--- src/rtl/alarm_trigger.sv ---
// Alarm compare + ring/snooze/dismiss FSM driven by a 1 Hz enable; all outputs registered.
// Button edges are registered into pulses, so stop/snooze act 2 clk after the input edge.
module alarm_trigger #(
  parameter int RING_SECS   = 60,
  parameter int SNOOZE_SECS = 300,
  parameter int MAX_SNOOZE  = 3
) (
  input  logic       clk,
  input  logic       rst,
  input  logic       tick_1hz,
  input  logic       alarm_en,
  input  logic [1:0] CH1,
  input  logic [3:0] CH2,
  input  logic [2:0] CM1,
  input  logic [3:0] CM2,
  input  logic [1:0] AH1,
  input  logic [3:0] AH2,
  input  logic [2:0] AM1,
  input  logic [3:0] AM2,
  input  logic       stop,
  input  logic       snooze,
  output logic       buzzer,
  output logic       led,
  output logic [1:0] state,
  output logic [1:0] snooze_left
);

  localparam logic [1:0] ST_IDLE    = 2'b00;
  localparam logic [1:0] ST_RINGING = 2'b01;
  localparam logic [1:0] ST_SNOOZE  = 2'b10;
  localparam logic [1:0] ST_DONE    = 2'b11;

  localparam int MAX_SECS = (RING_SECS > SNOOZE_SECS) ? RING_SECS : SNOOZE_SECS;
  localparam int CW       = $clog2(MAX_SECS) + 1;

  localparam logic [CW-1:0] RING_LAST   = CW'(RING_SECS - 1);
  localparam logic [CW-1:0] SNOOZE_LAST = CW'(SNOOZE_SECS - 1);
  localparam logic [1:0]    SNZ_INIT    = 2'(MAX_SNOOZE);

  logic [1:0]    r_state;
  logic [1:0]    r_snooze_left;
  logic [CW-1:0] r_sec_cnt;
  logic          r_buzzer;
  logic          r_led;
  logic          r_stop_q;
  logic          r_snooze_q;
  logic          r_stop_p;
  logic          r_snooze_p;

  logic          w_match;
  logic [1:0]    w_nxt_state;
  logic [1:0]    w_nxt_snooze_left;
  logic          w_nxt_led;

  assign w_match = alarm_en & (CH1 == AH1) & (CH2 == AH2) & (CM1 == AM1) & (CM2 == AM2);

  always_comb begin
    w_nxt_state       = r_state;
    w_nxt_snooze_left = r_snooze_left;
    if (!alarm_en) begin
      w_nxt_state = ST_IDLE;
    end else begin
      case (r_state)
        ST_IDLE: begin
          if (w_match) begin
            w_nxt_state       = ST_RINGING;
            w_nxt_snooze_left = SNZ_INIT;
          end
        end
        ST_RINGING: begin
          if (r_stop_p) begin
            w_nxt_state = ST_DONE;
          end else if (r_snooze_p) begin
            if (r_snooze_left != 2'd0) begin
              w_nxt_state       = ST_SNOOZE;
              w_nxt_snooze_left = r_snooze_left - 2'd1;
            end else begin
              w_nxt_state = ST_DONE;
            end
          end else if (tick_1hz && (r_sec_cnt == RING_LAST)) begin
            w_nxt_state = ST_DONE;
          end
        end
        ST_SNOOZE: begin
          if (r_stop_p) begin
            w_nxt_state = ST_DONE;
          end else if (tick_1hz && (r_sec_cnt == SNOOZE_LAST)) begin
            w_nxt_state = ST_RINGING;
          end
        end
        default: begin
          // Wait for the matching minute to pass so the same event cannot re-trigger.
          if (!w_match) w_nxt_state = ST_IDLE;
        end
      endcase
    end
  end

  always_comb begin
    w_nxt_led = 1'b0;
    if (w_nxt_state == ST_RINGING) begin
      if (r_state != ST_RINGING) w_nxt_led = 1'b1;
      else if (tick_1hz)         w_nxt_led = ~r_led;
      else                       w_nxt_led = r_led;
    end
  end

  always_ff @(posedge clk or negedge rst) begin
    if (!rst) begin
      r_stop_q   <= 1'b0;
      r_snooze_q <= 1'b0;
      r_stop_p   <= 1'b0;
      r_snooze_p <= 1'b0;
    end else begin
      r_stop_q   <= stop;
      r_snooze_q <= snooze;
      r_stop_p   <= stop & ~r_stop_q;
      r_snooze_p <= snooze & ~r_snooze_q;
    end
  end

  always_ff @(posedge clk or negedge rst) begin
    if (!rst) begin
      r_state       <= ST_IDLE;
      r_snooze_left <= 2'd0;
      r_sec_cnt     <= '0;
      r_buzzer      <= 1'b0;
      r_led         <= 1'b0;
    end else begin
      r_state       <= w_nxt_state;
      r_snooze_left <= w_nxt_snooze_left;
      r_buzzer      <= (w_nxt_state == ST_RINGING);
      r_led         <= w_nxt_led;
      // A tick landing on the entry edge is dropped by the clear.
      if (w_nxt_state != r_state) begin
        r_sec_cnt <= '0;
      end else if (tick_1hz && ((r_state == ST_RINGING) || (r_state == ST_SNOOZE))) begin
        r_sec_cnt <= r_sec_cnt + CW'(1);
      end
    end
  end

  assign state       = r_state;
  assign snooze_left = r_snooze_left;
  assign buzzer      = r_buzzer;
  assign led         = r_led;

endmodule

--- config.mk ---
export PLATFORM = sky130hd
export DESIGN_NAME = alarm_trigger
export DESIGN_NICKNAME = d
export VERILOG_FILES = /design/src/rtl/alarm_trigger.sv
export SDC_FILE = /design/constraint.sdc
export NUM_CORES = 1
export LEC_CHECK = 0
export ABC_AREA = 1
export BUFFER_PORTS_ARGS = -buffer_cell sky130_fd_sc_hd__clkbuf_2
export CAP_MARGIN = 10
export CORE_UTILIZATION = 45
export CTS_CLUSTER_DIAMETER = 100
export DETAILED_ROUTE_END_ITERATION = 8
export PLACE_DENSITY = 0.8
export SKIP_LAST_GASP = 1
export SYNTH_ARGS = -nofsm -noshare
export SYNTH_HDL_FRONTEND = slang
export SYNTH_SLANG_ARGS = --single-unit
--- constraint.sdc ---
create_clock -name clk -period 2.1 [get_ports clk]
set_clock_uncertainty 0.05 [all_clocks]
set_input_delay 0.525 -clock clk [delete_from_list [all_inputs] [get_ports clk]]
set_output_delay 0.525 -clock clk [all_outputs]
set_load 0.02 [all_outputs]
* After elaboration in Yosys (flattened, before gate mapping) *
Index checks and enable logic that the tools add are counted.
W data, S select, Z words.

storage, ports and cells
  register bits = 20
  input port bits = 32
  logic and storage cells = 65

operators by class
  add/sub/neg operators = 2
  equal/unequal tests = 16
  multiplexer cells = 20
  bitwise gates (word level) = 9
  reduce and logical (&&, ||, !) cells = 9

operator list
  kind                     count
  $mux W2                  12
  $mux W10                 2
  $add A10 B1 Y10 const B  1
  $eq A10 B6 Y1 const B    1
  $eq A10 B9 Y1 const B    1
  $eq A4 B4 Y1             2
  $ne A2 B2 Y1 const B     4
  $and A1 B1 Y1            6
  $pmux W2 S3              1
  $reduce_and A6 Y1        1
  $reduce_bool A2 Y1       3
  $eq A2 B1 Y1 const B     2
  $mux W1                  4
  $pmux W2 S2              1
  $eq A3 B3 Y1             1
  $logic_and A1 B1 Y1      3
  $ne A3 B2 Y1 const B     1
  $not A1 Y1               3
  $eq A2 B2 Y1             1
  $eq A2 B2 Y1 const B     1
  $logic_not A2 Y1         1
  $ne A2 B1 Y1 const B     1
  $ne A2 B2 Y1             1
  $sub A2 B1 Y2 const B    1
  $logic_or A1 B1 Y1       1

* Depth between registers and ports, before layout *
  depth after elaboration = 10
  gate-level depth with buffers = 15

* Worst setup path after synthesis *
Ideal clock, no wire load.

  path type = register -> register
  from = reg r_state[0] (netlist: state[0])
  to = reg r_sec_cnt[8]
  setup time = 0.120 ns
  arrival = 1.835 ns
  path slack = 0.095 ns
  stages on the path, launching flop included = 9
  buffers on the path = 0
  cells stage by stage = dfrtp_1 > inv_1 > ha_1 > nand2_1 > nor3_1 > nand2_1 > nor3_1 > xor2_1 > nor2_2

on the way
  longest elaborated chain between the ends = 7

ends and longest elaborated chain
  what                                            line  RTL
  from (decl)                                     40    logic [1:0] r_state;
  from (signal assigned)                          130   r_state <= w_nxt_state;
  $mux W2                                         80    end else if (tick_1hz && (r_sec_cnt == RING_LAST)) begin
  $mux W2                                         73    end else if (r_snooze_p) begin
  $mux W2                                         71    if (r_stop_p) begin
  $pmux W2 S3                                     63    case (r_state)
  $mux W2                                         60    if (!alarm_en) begin
  $ne A2 B2 Y1                                    135   if (w_nxt_state != r_state) begin
  $mux W10 or $reduce_bool A2 Y1 (tied branches)  n/a
  to (signal assigned)                            138   r_sec_cnt <= r_sec_cnt + CW'(1);
  to (decl)                                       42    logic [CW-1:0] r_sec_cnt;

Several ways; a longest one is shown, not always the timed one.
A chain may end at the register's enable or synchronous reset.

* Worst setup path after layout *
  from = reg r_state[1] (netlist: state[1])
  to = reg r_sec_cnt[8]

Same word-level chain as after synthesis.

==> results.md <==
* CP max FO at 5
* Synth area leader: dfrtp_1
* Endpoints failing hold at 0
* Area Growth Syn to Fin at 20.37%
* LEAKAGE at 0.0009851 uW
* Initial core utilization at 0.4709
* Asr flop ratio synth at 1.000
* Synth warn at 0
* Worst setup path class: register to register
* TNS Setup at 0 ps
* Ys flop type: dfrtp_1
* Aggregate global-route resource usage at 0.1777
* HPWL after DPL at 2207 um
* Mapped Cells at 208
* Final Cell Area at 1730 sq um
* Sw Ratio at 0.2636
* Area share of the largest cell type after synthesis at 0.3481
* Int Power at 537.6 uW
* Most common library cell in the layout ignoring fill and taps: nand2_1
* Worst-margin pin slew at 472.6 ps
* Status: completed
* Power per cell area at 421.9 nW/um^2
* Finished Layout Cells at 296
* Via count at 1324
* Post-Syn Area at 1438 sq um
* FF/Latch Area at 500.5 sq um
* Slew HR at 0.6849
* Delay-heaviest family, CP: simple AND/OR/NAND/NOR gates
* Multi-input logic area at 787.0 sq um
* Buf/Inv on CP at 1
* Synth Register Bits at 20
* Reg-to-reg slack, setup at 170 ps
* Crit path max-delay cell type: dfrtp_1
* Syn_nets at 246
* Routing usage on met3 at 0.01099
* DRC errors left at 0
* Cell Chain, Critical Path: inv_1 > ha_1 > nand2_1 > nor3_1 > nand2_1 > nor3_1 > xor2_1 > nor2_2
* Post-Route WL at 2673 um
* ANT cells at 0
* Peak supply drop at 497.3 uV
* Clock Sinks at 20
* Die ar. at 3425 sq um
* Avg Synthesized Cell Area at 6.912 sq um
* Grt ovf at 0
* Sequential power share at 0.580
* Vias per Instance at 4.473
* Clk slew on worst S/H paths at 90 ps
* Clk buf depth at 2
* DRT Pass-1 Iters at 4
* Placed insts at 293
* Postcts setup bufs at 0
* Vias in the first global route at 1217
* Core area at 3053 sq um
* Fillers at 296
* Crit path capture type: register
* Register area share after synthesis at 0.3481
* Startpoint types: register
* ANT nets after route at 0
* WP data arrival at 2060 ps
* Global routing usage on met1 at 0.2365
* Hold-fix buffers at CTS at 0
* I/O pins at 38
* Initial DRC count at 42
* Comb power frac at 0.198
* IO buf count at 37
* Final GP Congestion at 0.8784
* Die height at 58.52 um
* EDFF count, synth at 0
* GRT busiest layer: met2
* Worst Hold Class: input port to async pin
* Die width at 58.52 um
* Most frequent cells in the layout: nand2_1 (56), inv_1 (39), clkbuf_2 (37)
* Routed len/inst at 9.030 um
* Layout cell share with drive strength beyond 1 at 0.2659
* Max cap viols at 0
* RR Endpoint: r_sec_cnt[8]
* Wire length of the first global-routing pass at 4761 um
* H-tree levels at 1
* Worst path max stage delay at 350 ps
* Final setup violation count at 0
* Period Utilization, post-route at 0.9185
* Top cells by area, synth: dfrtp_1 (35%), nand2_1 (15%), inv_1 (10%)
* Area after DPL at 1708 sq um
* CTS tree: built
* FF-to-FF Start: state[1]
* Cell Rows at 20
* Psw at 192.4 uW
* Final slew viol count at 0
* Clock Latency Late Sink at 280 ps
* Unique masters post-synth at 24
* Met2 usage at 0.3021
* Clock power frac at 0.222
* Final Util at 0.5668
* Clock root cell: clkbuf_4
* CTS Buf Count at 3
* Fmax at 0.5184 GHz
* Reg2reg path depth at 8
* Required @ worst endpoint at 2230 ps
* Initial antenna violation count at 0
* WHS at 127.0 ps
* Largest net degree at the start of global routing at 21
* Final #Nets at 292
* RSZ-0062 raised after global routing: false
* Tmin final at 1929 ps
* Number of gates resized after cts at 0
==> worst max-delay path by stage <==
| stage | startpoint | endpoint | slack (ps) | cells after the start |
|---|---|---|---|---|
| floorplan | state[0] | r_sec_cnt[8] | 90 | 8 |
| global placement | CH2[1] | r_sec_cnt[0] | 170 | 16 |
| detailed placement | CH2[1] | r_sec_cnt[0] | 160 | 16 |
| CTS | state[1] | r_sec_cnt[8] | 160 | 8 |
| global route | state[1] | r_sec_cnt[8] | 10 | 8 |
| finish | state[1] | r_sec_cnt[8] | 170 | 8 |
==> routing by layer <==
metal	up-vias	wire length (um)	part of all wire
met5	-	0	0
met4	0	30	0.011
met3	4	96	0.036
met2	33	1203	0.45
met1	569	1343	0.50
li1	718	-	-
==> power by group through the flow <==
stage	sequential (uW)	combinational, uW	clock [uW]
2_1_floorplan	437	74.8	0
3_3_place_gp	430	141	0
3_5_place_dp	431	146	0
4_1_cts	423	148	174
5_1_grt	426	169	185
6_report	424	144	162
==> cells by family after synthesis <==
| group | after synthesis | synth area share |
|---|---|---|
| flip-flops | 20 | 0.3481 |
| multiplexers | 1 | 0.006963 |
| AO/OA/AOI/OAI | 12 | 0.05136 |
| buffers and inverters | 40 | 0.1044 |
| XOR/XNOR | 9 | 0.05483 |
| adder cells (fa/ha/maj) | 6 | 0.05222 |
| AND/OR/NAND/NOR | 120 | 0.3821 |
==> flip-flops by register name, indices dropped and copies added, names as in the netlist <==
register	flops
r_snooze_p	1
snooze_left	2
r_stop_p	1
r_stop_q	1
led	1
state	2
r_sec_cnt	10
r_snooze_q	1
buzzer	1
==> Yosys cell counts, types with 2 or more instances <==
| cell type | count |
|---|---|
| a21oi_1 | 4 |
| a21oi_2 | 2 |
| dfrtp_1 | 20 |
| ha_1 | 6 |
| inv_1 | 39 |
| nand2_1 | 56 |
| nand2_2 | 3 |
| nand3_1 | 12 |
| nor2_1 | 28 |
| nor2_2 | 12 |
| nor3_1 | 3 |
| o21ai_0 | 4 |
| xnor2_1 | 4 |
| xor2_1 | 5 |
==> final cells by class <==
class | count | share of cell area
clock buffer | 3 | 0.01302
tap | 44 | 0.03181
multi-input combinational | 148 | 0.4548
timing repair buffer | 41 | 0.1244
inverter | 40 | 0.08677
sequential | 20 | 0.2892
==> per-stage QoR <==
| stage | total power (uW) | setup slack [ps] |
|---|---|---|
| 6_report | 730.1 | 171.1 |
| 3_5_place_dp | 576.9 | 159.0 |
| 2_1_floorplan | 511.7 | 94.89 |
| 3_3_place_gp | 570.5 | 169.4 |
| 5_1_grt | 779.5 | 13.56 |
| 4_1_cts | 744.7 | 162.4 |
(Power assumes the default switching activity.)
